<file path="src/rtl/loop_drv_deadtime_ctrl.sv">
// Break-before-make sequencer for the LOOP driver half-bridge.
// Converts PWM demand into top/bottom gate enables. A gate is enabled only
// after the dead time has elapsed and the opposite gate-sense reads low.
// Shoot-through and turn-off timeout latch a sticky fault.
module loop_drv_deadtime_ctrl #(
  parameter int DT_W       = 6,
  parameter int FB_TIMEOUT = 32,
  parameter int TMO_W      = 6
) (
  input  logic            CELCLK,
  input  logic            CELRSTN,
  input  logic            CELV,
  input  logic            CELG,
  input  logic            SUB,
  input  logic            en,
  input  logic            pwm_in,
  input  logic [DT_W-1:0] dt_top,
  input  logic [DT_W-1:0] dt_bot,
  input  logic            fb_top,
  input  logic            fb_bot,
  input  logic            fault_clr,
  output logic            top_on,
  output logic            bot_on,
  output logic            fault,
  output logic [2:0]      state
);

  typedef enum logic [2:0] {
    S_IDLE   = 3'd0,
    S_DT_TOP = 3'd1,
    S_TOP_ON = 3'd2,
    S_DT_BOT = 3'd3,
    S_BOT_ON = 3'd4,
    S_FAULT  = 3'd5
  } state_t;

  // Last timeout count value before the fault fires.
  localparam logic [TMO_W-1:0] TMO_LAST = TMO_W'(FB_TIMEOUT - 1);

  state_t            r_state;
  logic              r_top_on;
  logic              r_bot_on;
  logic              r_fault;
  logic [DT_W-1:0]   r_dt_cnt;
  logic [TMO_W-1:0]  r_tmo_cnt;
  logic              r_fb_top_s1;
  logic              r_fb_top_s2;
  logic              r_fb_bot_s1;
  logic              r_fb_bot_s2;

  state_t            w_state_nxt;
  logic [DT_W-1:0]   w_dt_cnt_nxt;
  logic [TMO_W-1:0]  w_tmo_cnt_nxt;
  logic              w_top_side;
  logic              w_fbs_opp;
  logic [DT_W-1:0]   w_dt_sel;
  logic [DT_W-1:0]   w_dt_lim;
  logic [DT_W-1:0]   w_dt_cnt_inc;
  logic              w_unused_pins;

  // Power and substrate pins carry no logic function.
  assign w_unused_pins = CELV ^ CELG ^ SUB;

  // Two-flop synchronisers for the asynchronous gate-sense inputs.
  // Reset value 1 treats both gates as "on" until they are sensed low.
  always_ff @(posedge CELCLK or negedge CELRSTN) begin
    if (!CELRSTN) begin
      r_fb_top_s1 <= 1'b1;
      r_fb_top_s2 <= 1'b1;
      r_fb_bot_s1 <= 1'b1;
      r_fb_bot_s2 <= 1'b1;
    end else begin
      // NOTE: non-blocking assignments let s2 take the old s1, forming a true two-stage chain.
      r_fb_top_s1 <= fb_top;
      r_fb_top_s2 <= r_fb_top_s1;
      r_fb_bot_s1 <= fb_bot;
      r_fb_bot_s2 <= r_fb_bot_s1;
    end
  end

  // Side selection shared by the dead-time and on states of each half.
  assign w_top_side   = (r_state == S_DT_TOP) || (r_state == S_TOP_ON);
  assign w_fbs_opp    = w_top_side ? r_fb_bot_s2 : r_fb_top_s2;
  assign w_dt_sel     = (r_state == S_DT_TOP) ? dt_top : dt_bot;
  // A programmed dead time of 0 behaves as 1, so the limit is max(dt,1)-1.
  assign w_dt_lim     = (w_dt_sel == '0) ? '0 : (w_dt_sel - DT_W'(1));
  // Dead-time counter saturates at all-ones rather than wrapping.
  assign w_dt_cnt_inc = (&r_dt_cnt) ? r_dt_cnt : (r_dt_cnt + DT_W'(1));

  // Next-state and counter logic; counters run only while holding a dead-time state.
  always_comb begin
    // NOTE: every output gets a default first so no path leaves it unassigned (no latch).
    w_state_nxt   = r_state;
    w_dt_cnt_nxt  = '0;
    w_tmo_cnt_nxt = '0;
    unique case (r_state)
      S_IDLE: begin
        if (en) w_state_nxt = pwm_in ? S_DT_TOP : S_DT_BOT;
      end
      S_DT_TOP, S_DT_BOT: begin
        if (!en) begin
          w_state_nxt = S_IDLE;
        end else if (w_fbs_opp && (r_tmo_cnt >= TMO_LAST)) begin
          w_state_nxt = S_FAULT;
        end else if (pwm_in != (r_state == S_DT_TOP)) begin
          w_state_nxt = pwm_in ? S_DT_TOP : S_DT_BOT;
        end else if (!w_fbs_opp && (r_dt_cnt >= w_dt_lim)) begin
          w_state_nxt = (r_state == S_DT_TOP) ? S_TOP_ON : S_BOT_ON;
        end else begin
          w_dt_cnt_nxt  = w_dt_cnt_inc;
          w_tmo_cnt_nxt = r_tmo_cnt + TMO_W'(w_fbs_opp);
        end
      end
      S_TOP_ON, S_BOT_ON: begin
        if (!en) begin
          w_state_nxt = S_IDLE;
        end else if (w_fbs_opp) begin
          w_state_nxt = S_FAULT;
        end else if (pwm_in != (r_state == S_TOP_ON)) begin
          w_state_nxt = pwm_in ? S_DT_TOP : S_DT_BOT;
        end
      end
      S_FAULT: begin
        if (fault_clr && !en) w_state_nxt = S_IDLE;
      end
      default: begin
        w_state_nxt = S_IDLE;
      end
    endcase
  end

  // State, counters and registered output decode of the next state.
  always_ff @(posedge CELCLK or negedge CELRSTN) begin
    if (!CELRSTN) begin
      r_state   <= S_IDLE;
      r_dt_cnt  <= '0;
      r_tmo_cnt <= '0;
      r_top_on  <= 1'b0;
      r_bot_on  <= 1'b0;
      r_fault   <= 1'b0;
    end else begin
      r_state   <= w_state_nxt;
      r_dt_cnt  <= w_dt_cnt_nxt;
      r_tmo_cnt <= w_tmo_cnt_nxt;
      r_top_on  <= (w_state_nxt == S_TOP_ON);
      r_bot_on  <= (w_state_nxt == S_BOT_ON);
      r_fault   <= (w_state_nxt == S_FAULT);
    end
  end

  assign top_on = r_top_on;
  assign bot_on = r_bot_on;
  assign fault  = r_fault;
  assign state  = r_state;

endmodule

</file>
<file path="config.mk">
export PLATFORM = sky130hd
export DESIGN_NAME = loop_drv_deadtime_ctrl
export DESIGN_NICKNAME = d
export VERILOG_FILES = /design/src/rtl/loop_drv_deadtime_ctrl.sv
export SDC_FILE = /design/constraint.sdc
export NUM_CORES = 1
export LEC_CHECK = 0
export ABC_AREA = 1
export BUFFER_PORTS_ARGS = -buffer_cell sky130_fd_sc_hd__buf_2
export CORE_UTILIZATION = 55
export CTS_CLUSTER_SIZE = 10
export DETAILED_ROUTE_END_ITERATION = 16
export MAX_ROUTING_LAYER = met4
export PLACE_DENSITY = 0.78
export SLEW_MARGIN = 20
export SYNTH_ARGS = -nofsm -noshare
export SYNTH_HDL_FRONTEND = slang
export SYNTH_SLANG_ARGS = --single-unit
</file>
<file path="constraint.sdc">
create_clock -name CELCLK -period 5.45 [get_ports CELCLK]
set_input_delay 0 -clock CELCLK [delete_from_list [all_inputs] [get_ports CELCLK]]
set_output_delay 0 -clock CELCLK [all_outputs]
set_load 0.02 [all_outputs]
</file>
==> impl_metrics.py <==
metrics = {
    "clocking": {
        "cts_tree": "built",
        "ctsLongestPathBuffers": 2,
        "cts_inserted_buffers": 3,
        "cts_resized": 0,
        "clkLatencyLatePin_ps": 300,
        "clockRootBuffer": "clkbuf_4",
        "cts.clk_slew.worst_paths_ps": 110,
        "cts.sinks": 22,
        "post_cts_buffers": 0,
        "hold_buffers": 3,
        "htreeDepth": 1,
    },
    "final_layout": {
        "fillCellCount": 233,
        "ff_latch_area_um2": 556,
        "antenna_cells": 0,
        "utilization": 0.681,
        "multi_input_area_um2": 841,
        "final_nets": 275,
        "drive_gt1_frac": 0.235,
        "syn_to_final_growth_pct": 13.7,
    },
    "detailed_routing": {
        "vias": 1318,
        "route.detailed.drc": 0,
        "first_pass_iters": 5,
        "wl_per_cell_um": 9.98,
        "drt_iter0_markers": 32,
        "vias_per_cell": 4.83,
        "drtAntennaViolNets": 0,
        "wirelength_mm": 2.73,
    },
    "pwr": {
        "p_seq_frac": 0.285,
        "p_leak_uw": 0.00105,
        "clock_power_share": 0.101,
        "swShare": 0.502,
        "p_switching_uw": 367,
        "pwr-share-comb": 0.614,
        "vdd_ir_drop_max_v": 0.000442,
        "p_per_area_nw_per_um2": 418,
        "p_int_uw": 364,
    },
    "global_route": {
        "grt_overflow": 0,
        "grt_max_degree": 23,
        "track_usage": 0.213,
        "grt_antenna_before_repair": 0,
        "grt_pass1_vias": 1098,
        "grt_pass1_wl_mm": 4.51,
    },
    "floorplan": {
        "die-area_um2": 3010,
        "die_x_um": 54.9,
        "die_h_um": 54.9,
        "initial_core_util": 0.599,
        "coreArea_um2": 2570,
        "io_pins": 28,
        "core.rowCount": 18,
    },
    "yosys": {
        "synth_commonest_cells": "nand2_1, inv_1, dfrtp_1",
        "synth_edf_count": 0,
        "async_reset_ff_frac": 1.00,
        "ys_types": 29,
        "ys_warn_count": 0,
        "syn_area_per_cell_um2": 7.23,
        "ys_seq_area_frac": 0.361,
        "syn_inst": 213,
        "yosysMostFrequentCell": "nand2_1",
        "syn_nets": 244,
        "synth.area.top_cells": "dfrtp_1, nand2_1, ha_1",
        "netlist_area_um2": 1540,
        "synth_top_area_share": 0.293,
        "yosys.area.top_type": "dfrtp_1",
        "ys_ff_latch": 22,
        "synth_ff_type": "dfrtp_1",
    },
    "worst_setup_path": {
        "crit_arrival_ps": 3110,
        "worst_setup_path_end_kind": "flip-flop",
        "worstPathRequired_ps": 5690,
        "cp-start-kind": "flip-flop",
        "crit_start": "state[1]$_DFF_PN0_",
        "max_stage_delay_ps": 480,
        "r2r_start": "state[1]$_DFF_PN0_",
        "crit_chain": "inv_2 -> nand3_4 -> inv_2 -> nand2_1 -> nand2_2 -> nor2_2 -> nand2_2 -> nor2_2 -> nand2_1 -> nand2_1 -> inv_1 -> ha_1 -> nand2_1 -> inv_1 -> a21oi_1 -> nand2_1 -> nand2_4 -> nand2_2 -> nor3_4 -> inv_2 -> o21ai_2",
        "worstPathMaxFanout": 10,
        "rr_endpoint": "r_dt_cnt[5]$_DFFE_PN0P_",
        "reg2reg_slack_ps": 2590,
        "worstSetupPathType": "reg2reg",
        "crit_end": "r_dt_cnt[5]$_DFFE_PN0P_",
        "rr_worst_depth": 21,
        "cp_common_cell": "nand2_1",
        "cp_slowest_cell": "dfrtp_1",
    },
    "min_path": {
        "holdCritPathClass": "in2reg",
        "hold_start": "en",
    },
    "timing": {
        "rsz0062_at_grt": "no",
        "clock_skew_ps": 1.88,
        "fin_tns_setup_ps": 0,
        "finalCritPeriodShare": 0.526,
        "finalSetupViolCount": 0,
        "tightest_slew_ps": 479,
        "max_clock_freq_mhz": 349,
        "slew_headroom": 0.681,
        "maxSlewViolCount": 0,
        "hold_violations": 0,
        "fin_crit_ps": 2860,
    },
    "place": {
        "portBuffers": 24,
        "dp_hpwl_mm": 2.13,
        "place_congestion": 0.900,
    },
    "job": {
        "cap_violations": 0,
    },
    "status": {
        "outcome": "finished clean",
    },
}
worst min path at each step:
stage / slack (ps) / to / cells past startpoint
2_1_floorplan: -300 / bot_on$_DFF_PN0_ / 0
3_3_place_gp: -20 / r_tmo_cnt[1]$_DFF_PN0_ / 1
3_5_place_dp: -20 / r_tmo_cnt[1]$_DFF_PN0_ / 1
4_1_cts: 2 / state[1]$_DFF_PN0_ / 3
5_1_grt: 20 / top_on$_DFF_PN0_ / 3
6_report: 6 / r_dt_cnt[4]$_DFFE_PN0P_ / 3
routing by layer:
layer	routed length, µm	global-route usage	vias up
li1	-	-	721
met1	1380	0.296	565
met2	1220	0.335	27
met3	92	0.0164	5
met4	31	0.0625	0
met5	0	-	-
cell usage in the layout, fill, tap and decap left out, drive strengths merged:
cell type	instances
nand2	78
inv	37
buf	24
nand3	19
dfrtp	18
nor2	18
ha	9
o21ai	7
xor2	5
nand4	4
dfstp	4
clkbuf	4
a21oi	3
dlygate4sd3	3
or2	3
nor3	2
o21a	1
and2	1
a31oi	1
o22ai	1
xnor2	1
area by class of cell:
class / count / area share
timing repair buffer: 27 / 0.0858
sequential: 22 / 0.318
tap: 30 / 0.0215
inverter: 37 / 0.0794
clock buffer: 4 / 0.0150
multi-input combinational: 153 / 0.481
through the flow:
stage / power, µW / cell area (µm²) / instances / hold slack, ps / worst slack (ps)
after CTS: 738 / 1750 / 273 / 2.25 / 2560
final: 730 / 1750 / 273 / 6.46 / 2590
after detailed placement: 659 / 1690 / 266 / -17.4 / 2590
after global placement: 656 / 1690 / 266 / -17.8 / 2630
after global routing: 811 / 1750 / 273 / 15.3 / 2270
after floorplan: 566 / 1540 / 213 / -296 / 2830
sequential cells by signal (all words and copies together), names as in the netlist:
signal,count
r_fb_bot_s2,1
state,3
top_on,1
r_fb_top_s2,1
bot_on,1
fault,1
r_fb_bot_s1,1
r_fb_top_s1,1
r_tmo_cnt,6
r_dt_cnt,6
power groups by stage:
stage	logic [µW]	registers (µW)	clock network, µW
6_report	449	208	74.0
5_1_grt	518	212	81.2
4_1_cts	451	208	78.6
3_5_place_dp	448	211	0
3_3_place_gp	445	211	0
2_1_floorplan	335	231	0
worst max-delay path: cells and delay by family (launching register included):
kind / cells / cell delay [ps]
DFF: 1 / 480
AOI/OAI and AO/OA: 2 / 240
and+or+nand+nor: 13 / 1440
adders and majority gates: 1 / 260
buffers and inverters: 5 / 370
cells by family after synthesis:
kind of cell,after synthesis,synth area share
flops,22,0.361
fa+ha+maj,9,0.0732
compound gates,13,0.0480
simple gates,125,0.391
xor+xnor,6,0.0341
buf+inv,38,0.0927
(Power assumes the default switching activity.)
